===== config.mk =====
export PLATFORM = sky130hd
export DESIGN_NAME = pcie_ltssm_monitor_flat
export DESIGN_NICKNAME = d
export VERILOG_FILES = /design/src/rtl/pcie_ltssm_monitor_if.sv /design/src/rtl/pcie_ltssm_monitor.sv /design/src/flat_wrapper.sv
export SDC_FILE = /design/constraint.sdc
export NUM_CORES = 1
export LEC_CHECK = 0
export BUFFER_PORTS_ARGS = -buffer_cell sky130_fd_sc_hd__clkbuf_2
export CORE_MARGIN = 4
export CORE_UTILIZATION = 50
export CTS_CLUSTER_SIZE = 25
export DETAILED_ROUTE_END_ITERATION = 10
export MAX_ROUTING_LAYER = met4
export PLACE_DENSITY = 0.77
export SLEW_MARGIN = 20
export SYNTH_ARGS = -nofsm -noshare
export SYNTH_HDL_FRONTEND = slang
export SYNTH_SLANG_ARGS = --single-unit

===== constraint.sdc =====
create_clock -name clk125 -period 3.3 [get_ports clk125]
set_input_delay 0.33 -clock clk125 [delete_from_list [all_inputs] [get_ports clk125]]
set_output_delay 0.33 -clock clk125 [all_outputs]
set_load 0.05 [all_outputs]

===== src/rtl/pcie_ltssm_monitor_if.sv =====
// Status bus between the PCIe LTSSM monitor and its consumers (LED logic, stats readout).
// Optional history ports exist only when LTSSM_HISTORY_EN is defined.
interface pcie_ltssm_monitor_if #(
  parameter int unsigned CNT_W = 16
);
  logic [63:0]      test_out_icm;
  logic             clr_stats;
  logic [1:0]       link_state;
  logic             link_up;
  logic [4:0]       ltssm_q;
  logic [CNT_W-1:0] linkdown_cnt;
  logic             train_timeout;
  logic             L0_led;
  logic             comp_led;
  logic             alive_led;
`ifdef LTSSM_HISTORY_EN
  logic             hist_pop;
  logic             hist_valid;
  logic [4:0]       hist_data;
  logic             hist_ovf;

  modport master (
    output test_out_icm, clr_stats, hist_pop,
    input  link_state, link_up, ltssm_q, linkdown_cnt, train_timeout,
           L0_led, comp_led, alive_led, hist_valid, hist_data, hist_ovf
  );
  modport slave (
    input  test_out_icm, clr_stats, hist_pop,
    output link_state, link_up, ltssm_q, linkdown_cnt, train_timeout,
           L0_led, comp_led, alive_led, hist_valid, hist_data, hist_ovf
  );
`else
  modport master (
    output test_out_icm, clr_stats,
    input  link_state, link_up, ltssm_q, linkdown_cnt, train_timeout,
           L0_led, comp_led, alive_led
  );
  modport slave (
    input  test_out_icm, clr_stats,
    output link_state, link_up, ltssm_q, linkdown_cnt, train_timeout,
           L0_led, comp_led, alive_led
  );
`endif
endinterface


===== src/rtl/pcie_ltssm_monitor.sv =====
// Debounces the hard IP LTSSM code into link status, LEDs and link-health statistics.
// Optional LTSSM history FIFO enabled by defining LTSSM_HISTORY_EN.
module pcie_ltssm_monitor #(
  parameter int unsigned STABLE_CYC    = 4,
  parameter int unsigned CNT_W         = 16,
  parameter int unsigned TRAIN_TIMEOUT = 125000,
  parameter int unsigned ALIVE_BIT     = 24,
  parameter int unsigned HIST_DEPTH    = 8
) (
  input  logic                  clk125,
  input  logic                  pcie_rstn,
  pcie_ltssm_monitor_if.slave   mon
);

  localparam int unsigned DBC_W   = $clog2(STABLE_CYC) + 1;
  localparam int unsigned TMR_W   = $clog2(TRAIN_TIMEOUT) + 1;
  localparam int unsigned ALIVE_W = ALIVE_BIT + 1;
  localparam logic [DBC_W-1:0] DBC_MAX = DBC_W'(STABLE_CYC - 1);
  localparam logic [TMR_W-1:0] TMR_MAX = TMR_W'(TRAIN_TIMEOUT - 1);

  typedef enum logic [1:0] {
    ST_DOWN  = 2'b00,
    ST_TRAIN = 2'b01,
    ST_UP    = 2'b10,
    ST_RECOV = 2'b11
  } state_t;

  logic [4:0]         sync1, sync2, cand, ltssm_q_r;
  logic [DBC_W-1:0]   dbc_cnt;
  logic               q_upd_c;
  logic [58:0]        unused_test_out;

  state_t             state, state_n;
  logic               cnt_inc_c, tmr_run_c;
  logic               is_det_c, is_l0_c, is_rec_c;
  logic [TMR_W-1:0]   train_tmr;
  logic [CNT_W-1:0]   linkdown_cnt_r;
  logic               train_timeout_r, link_up_r, l0_led_r, comp_led_r;
  logic [ALIVE_W-1:0] alive_cnt;

  assign unused_test_out = mon.test_out_icm[63:5];

  // Only a value change counts as an update; the saturated counter keeps the compare true.
  assign q_upd_c = (cand == sync2) && (dbc_cnt == DBC_MAX) && (cand != ltssm_q_r);

  // Two-flop synchronizer followed by the stability filter
  always_ff @(posedge clk125 or negedge pcie_rstn) begin
    if (!pcie_rstn) begin
      sync1     <= 5'h00;
      sync2     <= 5'h00;
      cand      <= 5'h00;
      dbc_cnt   <= '0;
      ltssm_q_r <= 5'h00;
    end else begin
      sync1 <= mon.test_out_icm[4:0];
      sync2 <= sync1;
      if (cand != sync2) begin
        cand    <= sync2;
        dbc_cnt <= '0;
      end else if (dbc_cnt != DBC_MAX) begin
        dbc_cnt <= dbc_cnt + DBC_W'(1);
      end
      if (q_upd_c) ltssm_q_r <= cand;
    end
  end

  assign is_det_c = (ltssm_q_r == 5'h00) || (ltssm_q_r == 5'h01);
  assign is_l0_c  = (ltssm_q_r == 5'h0F);
  assign is_rec_c = (ltssm_q_r >= 5'h0C) && (ltssm_q_r <= 5'h0E);

  always_ff @(posedge clk125 or negedge pcie_rstn) begin
    if (!pcie_rstn) state <= ST_DOWN;
    else            state <= state_n;
  end

  // Link FSM: losing the link from UP/RECOV bumps the link-down counter
  always_comb begin
    state_n   = state;
    cnt_inc_c = 1'b0;
    tmr_run_c = 1'b0;
    case (state)
      ST_DOWN: begin
        if (is_l0_c)        state_n = ST_UP;
        else if (!is_det_c) state_n = ST_TRAIN;
      end
      ST_TRAIN: begin
        if (is_l0_c)       state_n = ST_UP;
        else if (is_det_c) state_n = ST_DOWN;
        else               tmr_run_c = 1'b1;
      end
      ST_UP: begin
        if (is_rec_c) begin
          state_n = ST_RECOV;
        end else if (is_det_c) begin
          state_n   = ST_DOWN;
          cnt_inc_c = 1'b1;
        end else if (!is_l0_c) begin
          state_n   = ST_TRAIN;
          cnt_inc_c = 1'b1;
        end
      end
      ST_RECOV: begin
        if (is_l0_c) begin
          state_n = ST_UP;
        end else if (is_det_c) begin
          state_n   = ST_DOWN;
          cnt_inc_c = 1'b1;
        end else if (!is_rec_c) begin
          state_n   = ST_TRAIN;
          cnt_inc_c = 1'b1;
        end
      end
      default: state_n = ST_DOWN;
    endcase
  end

  // Statistics, training watchdog, LEDs and heartbeat
  always_ff @(posedge clk125 or negedge pcie_rstn) begin
    if (!pcie_rstn) begin
      train_tmr       <= '0;
      train_timeout_r <= 1'b0;
      linkdown_cnt_r  <= '0;
      link_up_r       <= 1'b0;
      l0_led_r        <= 1'b1;
      comp_led_r      <= 1'b1;
      alive_cnt       <= '0;
    end else begin
      if (!tmr_run_c)                 train_tmr <= '0;
      else if (train_tmr != TMR_MAX)  train_tmr <= train_tmr + TMR_W'(1);

      if (mon.clr_stats)                           train_timeout_r <= 1'b0;
      else if (tmr_run_c && train_tmr == TMR_MAX)  train_timeout_r <= 1'b1;

      if (mon.clr_stats)                        linkdown_cnt_r <= '0;
      else if (cnt_inc_c && !(&linkdown_cnt_r)) linkdown_cnt_r <= linkdown_cnt_r + CNT_W'(1);

      link_up_r  <= (state_n == ST_UP);
      l0_led_r   <= (ltssm_q_r != 5'h0F);
      comp_led_r <= (ltssm_q_r != 5'h03);
      alive_cnt  <= alive_cnt + ALIVE_W'(1);
    end
  end

  assign mon.link_state    = state;
  assign mon.link_up       = link_up_r;
  assign mon.ltssm_q       = ltssm_q_r;
  assign mon.linkdown_cnt  = linkdown_cnt_r;
  assign mon.train_timeout = train_timeout_r;
  assign mon.L0_led        = l0_led_r;
  assign mon.comp_led      = comp_led_r;
  assign mon.alive_led     = alive_cnt[ALIVE_BIT];

`ifdef LTSSM_HISTORY_EN
  localparam int unsigned HP_W = $clog2(HIST_DEPTH);
  localparam int unsigned HC_W = HP_W + 1;

  logic [4:0]      hist_mem [HIST_DEPTH];
  logic [HP_W-1:0] wr_ptr, rd_ptr;
  logic [HC_W-1:0] hist_cnt;
  logic            hist_ovf_r, hist_full_c, hist_push_c, hist_pop_c;

  assign hist_full_c = (hist_cnt == HC_W'(HIST_DEPTH));
  assign hist_pop_c  = mon.hist_pop && (hist_cnt != '0);
  // A same-cycle pop frees the slot, so a push into a full FIFO is not dropped then
  assign hist_push_c = q_upd_c && (!hist_full_c || hist_pop_c);

  always_ff @(posedge clk125 or negedge pcie_rstn) begin
    if (!pcie_rstn) begin
      wr_ptr     <= '0;
      rd_ptr     <= '0;
      hist_cnt   <= '0;
      hist_ovf_r <= 1'b0;
    end else begin
      if (hist_push_c) wr_ptr <= wr_ptr + HP_W'(1);
      if (hist_pop_c)  rd_ptr <= rd_ptr + HP_W'(1);
      if (hist_push_c && !hist_pop_c)      hist_cnt <= hist_cnt + HC_W'(1);
      else if (!hist_push_c && hist_pop_c) hist_cnt <= hist_cnt - HC_W'(1);
      if (mon.clr_stats)                                  hist_ovf_r <= 1'b0;
      else if (q_upd_c && hist_full_c && !hist_pop_c)     hist_ovf_r <= 1'b1;
    end
  end

  always_ff @(posedge clk125) begin
    if (hist_push_c) hist_mem[wr_ptr] <= cand;
  end

  assign mon.hist_valid = (hist_cnt != '0);
  assign mon.hist_data  = (hist_cnt != '0) ? hist_mem[rd_ptr] : 5'h00;
  assign mon.hist_ovf   = hist_ovf_r;
`endif

endmodule


===== src/flat_wrapper.sv =====
// flat-port wrapper written by rule: the top's interface ports become plain ports
module pcie_ltssm_monitor_flat 
#(
  parameter int unsigned STABLE_CYC    = 4,
  parameter int unsigned CNT_W         = 16,
  parameter int unsigned TRAIN_TIMEOUT = 125000,
  parameter int unsigned ALIVE_BIT     = 24,
  parameter int unsigned HIST_DEPTH    = 8
)
  (clk125, pcie_rstn, mon_test_out_icm, mon_clr_stats, mon_link_state, mon_link_up, mon_ltssm_q, mon_linkdown_cnt, mon_train_timeout, mon_L0_led, mon_comp_led, mon_alive_led);
  pcie_ltssm_monitor_if #(.CNT_W(CNT_W)) mon_i ();
  input  logic clk125;
  input  logic pcie_rstn;
  input wire logic [$bits(mon_i.test_out_icm)-1:0] mon_test_out_icm;
  input wire logic [$bits(mon_i.clr_stats)-1:0] mon_clr_stats;
  output wire logic [$bits(mon_i.link_state)-1:0] mon_link_state;
  output wire logic [$bits(mon_i.link_up)-1:0] mon_link_up;
  output wire logic [$bits(mon_i.ltssm_q)-1:0] mon_ltssm_q;
  output wire logic [$bits(mon_i.linkdown_cnt)-1:0] mon_linkdown_cnt;
  output wire logic [$bits(mon_i.train_timeout)-1:0] mon_train_timeout;
  output wire logic [$bits(mon_i.L0_led)-1:0] mon_L0_led;
  output wire logic [$bits(mon_i.comp_led)-1:0] mon_comp_led;
  output wire logic [$bits(mon_i.alive_led)-1:0] mon_alive_led;
  assign mon_i.test_out_icm = mon_test_out_icm;
  assign mon_i.clr_stats = mon_clr_stats;
  assign mon_link_state = mon_i.link_state;
  assign mon_link_up = mon_i.link_up;
  assign mon_ltssm_q = mon_i.ltssm_q;
  assign mon_linkdown_cnt = mon_i.linkdown_cnt;
  assign mon_train_timeout = mon_i.train_timeout;
  assign mon_L0_led = mon_i.L0_led;
  assign mon_comp_led = mon_i.comp_led;
  assign mon_alive_led = mon_i.alive_led;
  pcie_ltssm_monitor #(.STABLE_CYC(STABLE_CYC), .CNT_W(CNT_W), .TRAIN_TIMEOUT(TRAIN_TIMEOUT), .ALIVE_BIT(ALIVE_BIT), .HIST_DEPTH(HIST_DEPTH)) u_core (.clk125(clk125), .pcie_rstn(pcie_rstn), .mon(mon_i));
endmodule

==> results_tabular.tex <==
\begin{tabular}{lr}
\hline
Metric & Value \\
\hline
\multicolumn{2}{l}{\textbf{Outcome}} \\
Run status & completed \\
\multicolumn{2}{l}{\textbf{Synth}} \\
Cells after synthesis & 337 \\
Most common cell in the synthesized netlist & dfrtp\_1 \\
Area share of the largest cell type after synthesis & 0.5665 \\
Dominant synthesized flop cell & dfrtp\_1 \\
Cell area after synthesis & 3799 µm² \\
EDFF count, synth & 0 \\
Yosys warnings & 0 \\
Number of distinct library cells after synthesis & 41 \\
Post-synthesis cell type with the largest combined area & dfrtp\_1 \\
Leading cell types by count after synthesis & dfrtp\_1 (86), nor2\_1 (48), xnor2\_1 (37), nand2\_1 (24), nand3\_1 (22) \\
Simple logic cell fraction of the synthesized area & 0.2128 \\
Xor/xnor cell area share of the yosys netlist & 0.1314 \\
Ys async rst share & 1.000 \\
Combinational family with the most area after synthesis & simple AND/OR/NAND/NOR gates \\
Share of the synthesized area in compound gates (AO/OA/AOI/OAI) & 0.02470 \\
Post-synth net total & 409 \\
Mean cell area of the mapped netlist & 11.27 µm² \\
Sequential fraction of the synthesis area & 0.5804 \\
Biggest area contributors in the synthesized netlist & dfrtp\_1 (57\%), xnor2\_1 (8.5\%), nor2\_1 (4.7\%) \\
Arithmetic-cell share of the synthesized area counting full adders, half adders and majority gates & 0.01647 \\
Fraction of synthesized area in multiplexers & 0.02306 \\
Total of flip-flops plus latches after synthesis & 88 \\
\multicolumn{2}{l}{\textbf{CTS}} \\
Number of post-CTS setup repair buffers & 0 \\
Resize count post-CTS & 0 \\
Clock Latency Late Sink & 0.36 ns \\
Num CTS Buffers & 9 \\
Clock sink total & 88 \\
Number of buffers added to fix hold violations after cts & 0 \\
Total number of H-tree levels & 3 \\
Root Driver & clkbuf\_8 \\
TritonCTS clock tree & built \\
Number of buffers between clock root and the deepest sink & 2 \\
Clock edge transition at the registers on the reported setup and hold paths & 0.09 ns \\
\multicolumn{2}{l}{\textbf{Routing}} \\
Routed WL & 6539 µm \\
Remaining design rule violation count & 0 \\
Count of routing violations after the opening detailed-route iteration & 137 \\
Remaining antenna violation count & 0 \\
Total iterations of the first detailed-routing run & 6 \\
Via count & 2501 \\
Average detailed-routed wire length per instance & 13.65 µm \\
Via density per instance & 5.221 \\
\multicolumn{2}{l}{\textbf{Critical path}} \\
Count of cell instances traversed by the critical path & 6 \\
Critical path data required time & 3.53 ns \\
Start point of the critical path & u\_core.mon.linkdown\_cnt[0] \\
Internal reg-to-reg setup slack & 1.24 ns \\
Critical Path Fanout Max & 7 \\
Cell family with most CP delay & simple AND/OR/NAND/NOR gates \\
Critical path endpoint & u\_core.mon.linkdown\_cnt[4] \\
Worst path bufs/invs & 0 \\
CP endpoint kind & flop \\
Data arrival, critical path & 2.29 ns \\
Sort of element at the start of the critical path & flop \\
Depth of the worst register-to-register path & 6 \\
Reg2reg end & u\_core.mon.linkdown\_cnt[4] \\
Class of the most critical setup path & reg -> reg \\
List of cells traversed by the critical path & ha\_1 -> nand3\_1 -> nor4\_1 -> nor3b\_1 -> xnor2\_1 -> nor2\_1 \\
Slowest CP cell & nor4\_1 \\
Reg-to-reg critical path startpoint & u\_core.mon.linkdown\_cnt[0] \\
Maximum cell stage delay along the critical path & 0.79 ns \\
\multicolumn{2}{l}{\textbf{Timing}} \\
Slew Limit Fails & 0 \\
Setup repair after global routing missed its margin & false \\
Final critical-path share of the clock period & 0.6246 \\
Highest clock frequency the design can meet & 0.4851 GHz \\
Count of final hold-check violations & 0 \\
Number of setup violations in the final report & 0 \\
Post-layout min period & 2.061 ns \\
Worst slew slack as a fraction of its limit & 0.3189 \\
Worst clock skew on the final layout & 0.01429 ns \\
Setup Total Neg Slack & 0 ns \\
Transition time of the tightest slew-check pin & 1.012 ns \\
\multicolumn{2}{l}{\textbf{Finish}} \\
Layout net count & 447 \\
Sequential cell area & 2205 µm² \\
Fill cell count & 603 \\
Synth-to-Final Area Change & 11.89\% \\
Number of antenna diodes & 0 \\
Area of combinational cells with multiple inputs & 1551 µm² \\
Share of final-layout standard cells stronger than drive strength 1 & 0.1737 \\
\multicolumn{2}{l}{\textbf{Power and ir drop}} \\
IR Drop Worst-Case VDD & 263.9 µV \\
Pwr Total & 1.802 mW \\
Leakage & 1.888 nW \\
Power density over cell area & 423.9 nW/µm² \\
\multicolumn{2}{l}{\textbf{Die}} \\
Effective utilization at floorplan & 0.5182 \\
DIE AREA & 9055 µm² \\
Io pins & 95 \\
Die extent in y & 95.16 µm \\
Site Rows & 31 \\
Horizontal extent of the die & 95.16 µm \\
Core Area & 7331 µm² \\
\multicolumn{2}{l}{\textbf{Place}} \\
Final weighted congestion of routability-driven global placement & 0.8423 \\
Quantity of I/O buffers inserted on ports & 35 \\
Detail Placement HPWL & 4500 µm \\
\multicolumn{2}{l}{\textbf{Job}} \\
Max Cap Viol & 0 \\
\multicolumn{2}{l}{\textbf{GRT}} \\
Wire length of the first global-routing pass & 11450 µm \\
Number of antenna violations at the first check in global routing & 0 \\
Largest net degree at the start of global routing & 89 \\
Overall track demand over capacity in global routing & 0.1658 \\
Aggregate global routing overflow & 0 \\
Vias in the first global route & 2403 \\
\multicolumn{2}{l}{\textbf{Worst hold path}} \\
Worst min path class & in -> async \\
\hline
\end{tabular}
==> layout by cell type, fill, tap and decap left out, drive strengths merged <==
cell / n
inv: 6
and3: 9
clkinvlp: 3
xnor2: 37
and3b: 1
clkbuf: 43
mux2i: 2
nor4b: 3
nand4: 12
o21ai: 2
nand3b: 1
and2: 1
nand2: 24
ha: 5
nor2b: 3
dfstp: 2
a211oi: 3
o2111ai: 1
dfrtp: 86
buf: 1
and4: 5
nor3: 8
or4: 3
nand3: 23
mux2: 6
nor4: 6
nor2: 49
clkinv: 1
o211ai: 2
or3: 1
a21o: 1
a21oi: 5
xor2: 20
nor3b: 4
or4b: 1
==> per-layer routing <==
metal	GRT usage	share of wire	vias up
met2	0.2356	0.45	53
met4	0.05048	0.0087	0
met1	0.2274	0.49	1198
met3	0.05367	0.052	6
met5	-	0	-
li1	-	-	1244
==> registers in the layout, summed over array words and instances, names as in the netlist <==
| name | count |
|---|---|
| u_core.mon.linkdown_cnt | 16 |
| u_core.alive_cnt | 25 |
| u_core.train_tmr | 18 |
| u_core.mon.ltssm_q | 5 |
| u_core.mon.link_up | 1 |
| u_core.mon.L0_led | 1 |
| u_core.cand | 5 |
| u_core.sync2 | 5 |
| u_core.mon.train_timeout | 1 |
| u_core.sync1 | 5 |
| u_core.mon.comp_led | 1 |
| u_core.mon.link_state | 2 |
| u_core.dbc_cnt | 3 |
==> through the flow <==
stage          utilization  hold slack [ns]  instances  area [µm²]  setup WS (ns)
3_5_place_dp        0.5550           0.3347        463        4069          1.254
6_report            0.5798          0.01557        479        4250          1.239
4_1_cts             0.5793          0.05602        479        4247          1.231
3_3_place_gp        0.5550           0.3354        463        4069          1.242
2_1_floorplan            -          0.03441        337        3799          1.245
5_1_grt             0.5798          0.04832        479        4250         0.9575
==> cell type report <==
cell class                      count  share of cell area
Sequential cell                    88              0.5187
Multi-Input combinational cell    238              0.3650
Timing Repair Buffer               35             0.04268
Clock buffer                        9             0.02914
Tap cell                           99             0.02914
Clock inverter                      7             0.01266
Inverter                            3            0.002649
==> kinds of logic (layout without fill, tap and decap cells) <==
logic type	count (synthesis)	count (layout)
simple gates	154	154
flops	88	88
xor+xnor	57	57
compound gates	14	14
buf+inv	11	54
mux	8	8
fa+ha+maj	5	5
==> where the power goes <==
part	switching [mW]	leakage, nW	internal [mW]
registers	0.00519	1.17	1.09
logic	0.0276	0.632	0.00792
clock network	0.394	0.0827	0.280
==> worst reg2reg max path, delay by kind of cell, from the launching register on <==
kind                     cells  cell delay (ns)
AND/OR/NAND/NOR              4             1.11
flip-flops                   1             0.43
XOR/XNOR                     1             0.20
adder cells (fa/ha/maj)      1             0.21
==> how the worst min path moves through the flow <==
stage                             start                          end  depth (start not counted)
finish                        pcie_rstn  u_core.mon.linkdown_cnt[13]                          1
global route        mon_test_out_icm[4]              u_core.sync1[4]                          1
CTS                 mon_test_out_icm[4]              u_core.sync1[4]                          1
detailed placement      u_core.sync1[4]              u_core.sync2[4]                          0
global placement        u_core.sync1[2]              u_core.sync2[2]                          0
floorplan                     pcie_rstn          u_core.alive_cnt[0]                          0
(Power assumes the default switching activity.)
